### src/rtl/pdp_pkg.sv
// pdp_pkg: shared width, encoder constants, beat flag type and reference encoder
package pdp_pkg;
  localparam int DEF_W = 8;
  localparam int ADD_K = 1;
  localparam int MUL_K = 2;
  typedef struct packed {
    logic perr;
    logic ferr;
  } pdp_flags_t;
  function automatic logic [DEF_W-1:0] pdp_encode(input logic [DEF_W-1:0] x);
    return (x + DEF_W'(ADD_K)) * DEF_W'(MUL_K) - DEF_W'(1);
  endfunction
endpackage

### src/rtl/pdp_stage_reg.sv
// pdp_stage_reg: one pipeline stage holding data, valid and beat flags
module pdp_stage_reg
  import pdp_pkg::*;
#(
  parameter int DW = DEF_W
) (
  input  logic          clk,
  input  logic          reset,
  input  logic          en,
  input  logic          in_valid,
  input  logic [DW-1:0] in_data,
  input  pdp_flags_t    in_flags,
  output logic          out_valid,
  output logic [DW-1:0] out_data,
  output pdp_flags_t    out_flags
);
  logic          valid_d, valid_q;
  logic [DW-1:0] data_d, data_q;
  pdp_flags_t    flags_d, flags_q;
  // load a new beat when the pipeline advances, otherwise hold
  always_comb begin
    valid_d = en ? in_valid : valid_q;
    data_d  = en ? in_data : data_q;
    flags_d = en ? in_flags : flags_q;
  end
  // stage register; reset drops whatever beat is held
  always_ff @(posedge clk) begin
    if (reset) begin
      valid_q <= 1'b0;
      data_q  <= '0;
      flags_q <= '0;
    end else begin
      valid_q <= valid_d;
      data_q  <= data_d;
      flags_q <= flags_d;
    end
  end
  assign out_valid = valid_q;
  assign out_data  = data_q;
  assign out_flags = flags_q;
endmodule

### src/rtl/pipelined_data_decoder.sv
// pipelined_data_decoder: 3-stage stallable inverse of y = 2x+1 with parity/format error tracking
module pipelined_data_decoder
  import pdp_pkg::*;
#(
  parameter int W     = DEF_W,
  parameter int CNT_W = 8
) (
  input  logic             clk,
  input  logic             reset,
  input  logic             in_valid,
  output logic             in_ready,
  input  logic [W-1:0]     in_data,
  input  logic             in_parity,
  output logic             out_valid,
  input  logic             out_ready,
  output logic [W-1:0]     out_data,
  output logic             out_perr,
  output logic             out_ferr,
  output logic             err_sticky,
  output logic [CNT_W-1:0] err_count,
  input  logic             clear
);
  localparam int W1 = W + 1;
  localparam logic [W-1:0] LOW_MASK = {1'b0, {(W-1){1'b1}}};
  logic             adv, err_hit;
  logic             s1_valid, s2_valid;
  logic [W-1:0]     s1_data, s3_in;
  logic [W:0]       s2_data, s2_in;
  pdp_flags_t       in_flags, s1_flags, s2_flags, s3_flags;
  logic [CNT_W-1:0] err_count_d, err_count_q;
  logic             err_sticky_d, err_sticky_q;
  // global stall, entry flags and the two decode arithmetic steps (sum kept W+1 wide so all-ones cannot wrap)
  always_comb begin
    adv           = !out_valid || out_ready;
    in_flags.perr = in_parity != ^in_data;
    in_flags.ferr = ~in_data[0];
    s2_in         = W1'(s1_data) + W1'(ADD_K);
    s3_in         = W'((s2_data >> 1) - W1'(1)) & LOW_MASK;
    err_hit       = out_valid && out_ready && (out_perr || out_ferr);
  end
  pdp_stage_reg #(.DW(W)) u_s1 (
    .clk(clk), .reset(reset), .en(adv), .in_valid(in_valid), .in_data(in_data), .in_flags(in_flags),
    .out_valid(s1_valid), .out_data(s1_data), .out_flags(s1_flags)
  );
  pdp_stage_reg #(.DW(W1)) u_s2 (
    .clk(clk), .reset(reset), .en(adv), .in_valid(s1_valid), .in_data(s2_in), .in_flags(s1_flags),
    .out_valid(s2_valid), .out_data(s2_data), .out_flags(s2_flags)
  );
  pdp_stage_reg #(.DW(W)) u_s3 (
    .clk(clk), .reset(reset), .en(adv), .in_valid(s2_valid), .in_data(s3_in), .in_flags(s2_flags),
    .out_valid(out_valid), .out_data(out_data), .out_flags(s3_flags)
  );
  // saturating error counter and sticky flag; clear beats a same-cycle errored transfer
  always_comb begin
    err_count_d  = clear ? '0 : (err_hit && err_count_q != '1) ? err_count_q + 1'b1 : err_count_q;
    err_sticky_d = clear ? 1'b0 : err_sticky_q | err_hit;
  end
  // error state register
  always_ff @(posedge clk) begin
    if (reset) begin
      err_count_q  <= '0;
      err_sticky_q <= 1'b0;
    end else begin
      err_count_q  <= err_count_d;
      err_sticky_q <= err_sticky_d;
    end
  end
  assign in_ready   = adv;
  assign out_perr   = s3_flags.perr;
  assign out_ferr   = s3_flags.ferr;
  assign err_count  = err_count_q;
  assign err_sticky = err_sticky_q;
endmodule

### config.mk
export PLATFORM = sky130hd
export DESIGN_NAME = pipelined_data_decoder
export DESIGN_NICKNAME = d
export VERILOG_FILES = /design/src/rtl/pdp_pkg.sv /design/src/rtl/pdp_stage_reg.sv /design/src/rtl/pipelined_data_decoder.sv
export SDC_FILE = /design/constraint.sdc
export NUM_CORES = 1
export LEC_CHECK = 0
export CORE_UTILIZATION = 55
export CTS_CLUSTER_SIZE = 10
export DETAILED_ROUTE_END_ITERATION = 12
export PLACE_DENSITY = 0.8
export SLEW_MARGIN = 20
export SYNTH_ARGS = -nofsm -noshare
export SYNTH_HDL_FRONTEND = slang
export SYNTH_HIERARCHICAL = 1
export SYNTH_SLANG_ARGS = --single-unit
### constraint.sdc
create_clock -name clk -period 2.7 [get_ports clk]
set_input_delay 0.405 -clock clk [delete_from_list [all_inputs] [get_ports clk]]
set_output_delay 0.405 -clock clk [all_outputs]
set_load 0.01 [all_outputs]
==> impl_metrics.csv <==
group,metric,value,unit
outcome,outcome,"complete, no violations",
clock_tree,cts.clk_slew.worst_paths,130,ps
detailed_routing,wl_per_cell,13.17,um
detailed_routing,drc,0,
grt,grt_pass1_vias,1349,
clock_tree,cts_max_path_buffers,2,
grt,grtUsageTotal,0.2164,
power,p_per_area,576.9,mW/mm^2
final_layout,final_cell_count_no_fill,272,
timing,fmaxAchievable,495.2,MHz
floorplanning,dieWidth,60.09,um
power,vdd.ir_drop.worst,0.3765,mV
timing,fin_setup_tns,0,ps
clock_tree,cts_resized,0,
clock_tree,clock-root-buffer,"clkbuf_4",
detailed_routing,first_pass_iters,4,
timing,period_share,0.7479,
worst_setup_path,arrival,1610,ps
grt,grt_overflow,0,
flow_run,cap_violations,0,
place,portBuffers,34,
yosys,synth_nets,208,
clock_tree,cts_buffers,5,
clock_tree,htreeDepth,2,
yosys,avgSynthCellArea,9.715,um^2
final_layout,nFillCells,249,
timing,slew_headroom,0.6586,
clock_tree,insertion_delay,350,ps
worst_setup_path,cp-end-kind,"output pin",
grt,antenna_found_initial,0,
timing,drv_slew,0,
floorplanning,core,0.003128,mm^2
final_layout,diodes,0,
detailed_routing,via_per_inst,5.121,
clock_tree,cts_hold_buf,0,
timing,hold_viol,0,
timing,fin_crit,2019,ps
grt,grt_max_degree,33,
worst_setup_path,critPathLaunchType,"primary input",
yosys,ys_warn_count,6,
place,hpwl,2663,um
power,p_total,0.001340,W
final_layout,area_growth,25.15,%
final_layout,nets,244,
grt,grt_pass1_wl,5720,um
yosys,netlist_instances,191,
detailed_routing,wirelength,3583,um
clock_tree,cts.sinks,41,
clock_tree,cts_tree,"done",
detailed_routing,dr_total_vias,1393,
worst_setup_path,cp.required,2300,ps
hold_path,min_path_type,"reg -> reg",
worst_setup_path,cp_max_fo,3,
detailed_routing,drt_iter0_drc,37,
timing,skew,8.853,ps
floorplanning,start_util,0.5932,
timing,finalSetupViolCount,0,
floorplanning,die_area,0.003610,mm^2
timing,rsz0062_at_grt,"no",
clock_tree,post_cts_buffers,0,
place,gp_congestion,0.7155,
power,p_leak,1.101,nW
final_layout,drive_gt1_frac,0.06579,
detailed_routing,ant_nets,0,
floorplanning,die_h,60.09,um
timing,tightest_slew,512.1,ps
place,dp.cells,264,
floorplanning,num_rows,20,
worst_setup_path,worstSetupPathType,"in -> out",
yosys,syn-cell-area,0.001856,mm^2
floorplanning,ios,35,
-- path summary, 6_finish.rpt --
check,startpoint,end,slack [ps],cells past startpoint
worst min-delay path,err_sticky,err_sticky,500,2
worst min register to register,err_sticky,err_sticky,500,2
worst max register to register,err_count[0],err_count[6],1200,5
worst max-delay path,out_ready,in_ready,680,3
-- layout make-up --
class	count	area, um^2	area share
flip-flops and latches	41	820.8	0.3534
clock inverters	3	65.06	0.02802
multi-input cells	139	973.4	0.4192
repair buffers	36	355.3	0.1530
clock buffers	5	37.54	0.01616
inverters	4	15.01	0.006466
well taps	44	55.05	0.02371
-- power breakdown --
part           switching [W]  internal, W  total [W]
Clock               0.000201     0.000287   0.000488
Sequential         0.0000283     0.000642   0.000670
Combinational      0.0000801     0.000102   0.000182
Total               0.000309      0.00103    0.00134
-- stage by stage --
stage / instance area (um^2) / utilization / hold slack (ps) / setup WS, ps
floorplan: 1856 / - / 460.1 / 1335
global route: 2322 / 0.7424 / 542.2 / 637.3
detailed placement: 2220 / 0.7096 / 478.0 / 669.6
CTS: 2322 / 0.7424 / 506.3 / 675.0
global placement: 2220 / 0.7096 / 462.6 / 685.4
finish: 2322 / 0.7424 / 500.3 / 680.6
-- placed cells by master, fill, tap and decap left out, drive strengths merged, types with 3 or more instances in the layout --
master and count:
clkbuf 5, clkdlybuf4s50 34, dfxtp 41, ha 3
inv 4, mux2i 34, nand2 7, nand3 5
nor2 42, nor3 6, o21ai 3, xnor2 12
xor2 9
-- metal layers --
metal  GRT usage  routed length (um)  vias to the layer above
met5           0                   0                        -
met1      0.2447                1519                      637
met4      0.1196                 108                        0
met3     0.04329                  88                       13
met2      0.3778                1867                       28
li1            -                   -                      715
-- state kept, by name, indices dropped and copies added, names as in the netlist --
name,count
err_count,8
err_sticky,1
u_s1/out_data,8
u_s1/out_flags,2
u_s1/out_valid,1
u_s2/out_data,7
u_s2/out_flags,2
u_s2/out_valid,1
u_s3/out_data,8
u_s3/out_flags,2
u_s3/out_valid,1
-- worst max-delay path: stages --
cell	delay, ps
clkdlybuf4s50_1	510
nand2b_2	160
clkdlybuf4s50_1	540
No activity file was read; power rests on OpenSTA's default activity.
